<file path="config.mk">
export PLATFORM = sky130hd
export DESIGN_NAME = estagio_id_ex
export DESIGN_NICKNAME = d
export VERILOG_FILES = /design/src/rtl/estagio_id_ex.sv
export SDC_FILE = /design/constraint.sdc
export NUM_CORES = 1
export LEC_CHECK = 0
export BUFFER_PORTS_ARGS = -buffer_cell sky130_fd_sc_hd__buf_2
export CORE_MARGIN = 10
export CORE_UTILIZATION = 47
export DETAILED_ROUTE_END_ITERATION = 6
export PLACE_DENSITY = 0.8
export SLEW_MARGIN = 10
export SYNTH_ARGS = -nofsm -noshare
export SYNTH_HDL_FRONTEND = slang
export SYNTH_SLANG_ARGS = --single-unit
</file>
<file path="constraint.sdc">
create_clock -name clock -period 2.13 [get_ports clock]
set_input_delay 0.1065 -clock clock [delete_from_list [all_inputs] [get_ports clock]]
set_output_delay 0.1065 -clock clock [all_outputs]
set_load 0.05 [all_outputs]
</file>
<file path="src/rtl/estagio_id_ex.sv">
// ID/EX pipeline register: captures decoded fields, precomputes the ALU
// select and resolves EX/MEM and MEM/WB forwarding for both operands.
module estagio_id_ex #(
  parameter int LARGURA  = 8,
  parameter int BITS_REG = 3
) (
  input  logic                clock,
  input  logic                reset,
  input  logic                paralisar,
  input  logic                descartar,
  input  logic                valido_id,
  input  logic [LARGURA-1:0]  dado1_id,
  input  logic [LARGURA-1:0]  dado2_id,
  input  logic [BITS_REG-1:0] rs_id,
  input  logic [BITS_REG-1:0] rt_id,
  input  logic [BITS_REG-1:0] rd_id,
  input  logic                escreve_reg_id,
  input  logic                usa_imediato_id,
  input  logic [3:0]          imediato_id,
  input  logic [1:0]          op_ula_id,
  input  logic [2:0]          funct_id,
  input  logic                ex_mem_escreve,
  input  logic [BITS_REG-1:0] ex_mem_rd,
  input  logic [LARGURA-1:0]  ex_mem_resultado,
  input  logic                mem_wb_escreve,
  input  logic [BITS_REG-1:0] mem_wb_rd,
  input  logic [LARGURA-1:0]  mem_wb_dado,
  output logic [LARGURA-1:0]  entrada1,
  output logic [LARGURA-1:0]  entrada2,
  output logic [2:0]          sinal_ula,
  output logic                valido_ex,
  output logic [BITS_REG-1:0] rd_ex,
  output logic                escreve_reg_ex
);

  logic                valido_q, valido_d;
  logic [LARGURA-1:0]  dado1_q, dado1_d;
  logic [LARGURA-1:0]  dado2_q, dado2_d;
  logic [BITS_REG-1:0] rs_q, rs_d;
  logic [BITS_REG-1:0] rt_q, rt_d;
  logic [BITS_REG-1:0] rd_q, rd_d;
  logic                escreve_q, escreve_d;
  logic                usa_imm_q, usa_imm_d;
  logic [3:0]          imm_q, imm_d;
  logic [2:0]          sinal_q, sinal_d;

  logic [LARGURA-1:0]  fwd1, fwd2;
  logic [2:0]          sinal_dec;

  // Forwarding: r0 is hardwired zero; youngest producer (EX/MEM) wins.
  always_comb begin
    fwd1 = dado1_q;
    if (rs_q == '0)                              fwd1 = '0;
    else if (ex_mem_escreve && ex_mem_rd == rs_q) fwd1 = ex_mem_resultado;
    else if (mem_wb_escreve && mem_wb_rd == rs_q) fwd1 = mem_wb_dado;

    fwd2 = dado2_q;
    if (rt_q == '0)                              fwd2 = '0;
    else if (ex_mem_escreve && ex_mem_rd == rt_q) fwd2 = ex_mem_resultado;
    else if (mem_wb_escreve && mem_wb_rd == rt_q) fwd2 = mem_wb_dado;
  end

  // ALU select decode from operation class; unknown functs map to 111 (zero result).
  always_comb begin
    sinal_dec = 3'b010;
    case (op_ula_id)
      2'b00: sinal_dec = 3'b010;
      2'b01: sinal_dec = 3'b011;
      2'b11: sinal_dec = 3'b100;
      2'b10: sinal_dec = (funct_id <= 3'b100) ? funct_id : 3'b111;
      default: sinal_dec = 3'b010;
    endcase
  end

  // Next-state: flush > stall > load (reset handled in the flop block).
  always_comb begin
    valido_d  = valido_q;
    dado1_d   = dado1_q;
    dado2_d   = dado2_q;
    rs_d      = rs_q;
    rt_d      = rt_q;
    rd_d      = rd_q;
    escreve_d = escreve_q;
    usa_imm_d = usa_imm_q;
    imm_d     = imm_q;
    sinal_d   = sinal_q;
    if (descartar) begin
      valido_d  = 1'b0;
      dado1_d   = '0;
      dado2_d   = '0;
      rs_d      = '0;
      rt_d      = '0;
      rd_d      = '0;
      escreve_d = 1'b0;
      usa_imm_d = 1'b0;
      imm_d     = '0;
      sinal_d   = '0;
    end else if (paralisar) begin
      // Absorb writebacks retiring during the stall so they are not lost.
      dado1_d = fwd1;
      dado2_d = fwd2;
    end else begin
      valido_d  = valido_id;
      dado1_d   = dado1_id;
      dado2_d   = dado2_id;
      rs_d      = rs_id;
      rt_d      = rt_id;
      rd_d      = rd_id;
      escreve_d = escreve_reg_id & valido_id;
      usa_imm_d = usa_imediato_id;
      imm_d     = imediato_id;
      sinal_d   = sinal_dec;
    end
  end

  // Pipeline register with synchronous reset to a bubble.
  always_ff @(posedge clock) begin
    if (reset) begin
      valido_q  <= 1'b0;
      dado1_q   <= '0;
      dado2_q   <= '0;
      rs_q      <= '0;
      rt_q      <= '0;
      rd_q      <= '0;
      escreve_q <= 1'b0;
      usa_imm_q <= 1'b0;
      imm_q     <= '0;
      sinal_q   <= '0;
    end else begin
      valido_q  <= valido_d;
      dado1_q   <= dado1_d;
      dado2_q   <= dado2_d;
      rs_q      <= rs_d;
      rt_q      <= rt_d;
      rd_q      <= rd_d;
      escreve_q <= escreve_d;
      usa_imm_q <= usa_imm_d;
      imm_q     <= imm_d;
      sinal_q   <= sinal_d;
    end
  end

  assign entrada1       = fwd1;
  assign entrada2       = usa_imm_q ? {{(LARGURA-4){imm_q[3]}}, imm_q} : fwd2;
  assign sinal_ula      = sinal_q;
  assign valido_ex      = valido_q;
  assign rd_ex          = rd_q;
  assign escreve_reg_ex = escreve_q;

endmodule
</file>
==> results_dict.tcl <==
set metrics [dict create \
    vias_per_cell 5.515 \
    wl_per_cell_um 18.44 \
    seq_area_frac_synth 0.3491 \
    slowest_stage "or4b_4" \
    crit_path_max_incr_delay_ns 0.70 \
    multi_input_area_um2 1499 \
    cts_tree "yes" \
    rows 23 \
    fin_crit_sh 1.065 \
    die_x_um 85.35 \
    route.vias.total 2151 \
    totalWireLength_mm 7.193 \
    area_growth_pct 52.68 \
    r2r_start "rs_q[1]" \
    dp_slack_ns 0.09956 \
    hold_viol 3 \
    critPathLaunch "rt_q[2]" \
    place_hpwl_mm 5.013 \
    max-slew-margin-rel 0.4163 \
    max-cap-violations 0 \
    synthTopCellsByArea "dfxtp_1 (35%), a221oi_2 (12%), nor2_1 (12%)" \
    fmaxAchievable_mhz 440.8 \
    cellPowerDensity_nw_per_um2 548.8 \
    leakage_nw 1.297 \
    fin_skew_ns 0.005553 \
    syn-num-nets 305 \
    r2r_end "dado1_q[4]" \
    syn-mean-instance-area_um2 8.362 \
    path_class "reg -> out" \
    synth_cell_types 27 \
    rsz0062_at_grt "yes" \
    core-area_um2 4058 \
    postCtsHoldBufs 0 \
    grt_max_degree 21 \
    fillers 263 \
    hp-class "in -> reg" \
    crit_fanout 8 \
    reg2regPathDepth 6 \
    ys_warn_count 0 \
    synthesis.area_um2 2007 \
    initial_core_util 0.4946 \
    dr.pass1.iters 4 \
    cp_data_required_time_ns 2.02 \
    worstSetupEndpointType "primary output" \
    overflow 0 \
    grt_pass1_vias 2266 \
    ios 89 \
    crit_chain "xor2_2 -> or4b_4 -> a221oi_4 -> o31ai_2 -> buf_6" \
    cts_sinks 35 \
    hold_slack_ns -0.002150 \
    ys_ff_latch 35 \
    min_period_ns 2.268 \
    nets 404 \
    regArea_um2 715.7 \
    ant_nets 0 \
    routabilityCongestion 0.8596 \
    dieArea_um2 7284 \
    clk_path_buf_depth 2 \
    die_y_um 85.35 \
    layout-drive-gt1-share 0.4706 \
    cts_buffers 5 \
    portBuffers 88 \
    synth_top_cell_by_area "dfxtp_1" \
    slew_violations 0 \
    initialDrtViolationCount 115 \
    antenna_found_initial 0 \
    setup_violations 16 \
    insertion_delay_ns 0.30 \
    netlist_instances 240 \
    cts_root_buffer "clkbuf_8" \
    synthDominantCellAreaShare 0.3491 \
    r2r_slack_ns 0.19 \
    setup_slack_ns -0.1384 \
    grt_pass1_wl_mm 11.23 \
    clk_pin_slew_ns 0.08 \
    worst_pin_slew_ns 0.8746 \
    cp.arrival_ns 2.16 \
    crit_end "entrada2[2]" \
    antenna_cells 0 \
    grt_usage 0.1850 \
    fin_tns_setup_ns -1.498 \
    status "finished with violations" \
    remaining_drc_errors 0 \
    ir_worst_vdd_v 0.0004559 \
    cts_max_level 2 \
    violations "negative hold slack, negative setup slack" \
    cp-start-kind "register" \
]
[worst max-delay path: cells and delay by family (launching register included)]
family,cells,cell delay (ns)
XOR/XNOR,1,0.16
AND/OR/NAND/NOR,1,0.70
flip-flops,1,0.35
buffers and inverters,1,0.17
AO/OA/AOI/OAI,2,0.47
[how the worst min path moves through the flow]
| stage | startpoint | slack, ns | cells after the start | end |
|---|---|---|---|---|
| 3_5_place_dp | dado1_id[3] | 0.31 | 3 | dado1_q[3] |
| 6_report | dado1_id[6] | -0.002 | 3 | dado1_q[6] |
| 4_1_cts | dado1_id[3] | 0.004 | 3 | dado1_q[3] |
| 2_1_floorplan | dado1_id[0] | 0.21 | 2 | dado1_q[0] |
| 5_1_grt | dado1_id[6] | 0.002 | 3 | dado1_q[6] |
| 3_3_place_gp | dado1_id[6] | 0.30 | 3 | dado1_q[6] |
[per-stage QoR]
stage,instances,cell area [um2],power (mW),hold WS [ns],utilization
detailed placement,370,2527,1.054,0.3057,0.6229
finish,390,3064,1.682,-0.002150,0.7552
floorplan,240,2047,0.9328,0.2150,-
global route,390,3064,1.740,0.001904,0.7552
CTS,385,2974,1.639,0.003776,0.7330
global placement,370,2527,1.047,0.3044,0.6229
[synthesized netlist by cell type]
| cell type | instances |
|---|---|
| buf_1 | 5 |
| or4b_4 | 1 |
| nor3_1 | 3 |
| dfxtp_1 | 35 |
| xor2_2 | 2 |
| nand3b_1 | 1 |
| xnor2_1 | 6 |
| clkbuf_1 | 7 |
| mux2i_1 | 15 |
| nor2_2 | 1 |
| nor3b_1 | 1 |
| and4_1 | 2 |
| or2_2 | 2 |
| nand3_1 | 1 |
| o21ai_0 | 10 |
| or3_1 | 1 |
| or4b_1 | 1 |
| xor2_1 | 4 |
| a221oi_2 | 16 |
| a21oi_1 | 4 |
| nand2_1 | 28 |
| buf_6 | 2 |
| a22oi_1 | 1 |
| nor2_1 | 62 |
| o31ai_1 | 24 |
| nand4_1 | 2 |
| nor2b_1 | 3 |
[layout make-up]
cell class / count / share of cell area
well taps: 50 / 0.02042
clock buffers: 6 / 0.02695
flip-flops and latches: 35 / 0.2336
clock inverters: 2 / 0.005308
repair buffers: 106 / 0.2246
multi-input cells: 191 / 0.4892
[repair_timing]
action	4_1_cts	5_1_grt
buffers inserted	7	5
endpoints found under the setup margin	16	16
gates resized for setup	58	13
endpoints found under the hold margin	0	0
pin swaps	36	9
[where the power goes]
group / leakage (nW) / switching [mW] / total [mW] / internal [mW]
clock: 0.0474 / 0.278 / 0.542 / 0.264
combinational: 0.961 / 0.258 / 0.449 / 0.190
sequential: 0.289 / 0.0177 / 0.691 / 0.673
[placed cells by master (no fill, tap or decap)]
| cell type | instances |
|---|---|
| buf_2 | 72 |
| nor2_1 | 56 |
| dfxtp_1 | 29 |
| nand2_1 | 28 |
| buf_4 | 17 |
| a221oi_4 | 16 |
| o31ai_1 | 16 |
| buf_6 | 16 |
| mux2i_1 | 15 |
| o21ai_0 | 10 |
| o31ai_2 | 8 |
| nor2_2 | 7 |
| xnor2_1 | 6 |
| clkbuf_8 | 6 |
| a21oi_1 | 4 |
| xor2_1 | 3 |
| nor3_1 | 3 |
| nor2b_1 | 3 |
| dfxtp_4 | 3 |
| dfxtp_2 | 3 |
| xor2_2 | 2 |
| or4b_4 | 2 |
| and4_2 | 2 |
| nand4_1 | 2 |
| or2_2 | 2 |
| or3_1 | 1 |
| xor2_4 | 1 |
| nor3b_1 | 1 |
| nand3_1 | 1 |
| nand3b_1 | 1 |
| a22oi_1 | 1 |
| clkinv_4 | 1 |
| clkinvlp_4 | 1 |
| buf_12 | 1 |
[registers in the layout, summed over array words and instances, names as in the netlist]
name            count
dado1_q             8
rt_q                3
sinal_ula           3
valido_ex           1
rd_ex               3
imm_q               4
rs_q                3
usa_imm_q           1
escreve_reg_ex      1
dado2_q             8
[metal layers]
| metal | GRT usage | wire length [um] |
|---|---|---|
| met5 | 0 | 0 |
| met4 | 0.06886 | 155 |
| met3 | 0.07361 | 611 |
| met2 | 0.3045 | 3574 |
| met1 | 0.2096 | 2851 |
[logic make-up (layout without fill, tap and decap cells)]
family,Yosys count,count (layout),synth area share
AND/OR/NAND/NOR,109,109,0.2344
buffers and inverters,14,114,0.03367
XOR/XNOR,12,12,0.05985
multiplexers,15,15,0.07481
flip-flops,35,35,0.3491
AO/OA/AOI/OAI,55,55,0.2481
No activity file was read; power rests on OpenSTA's default activity.
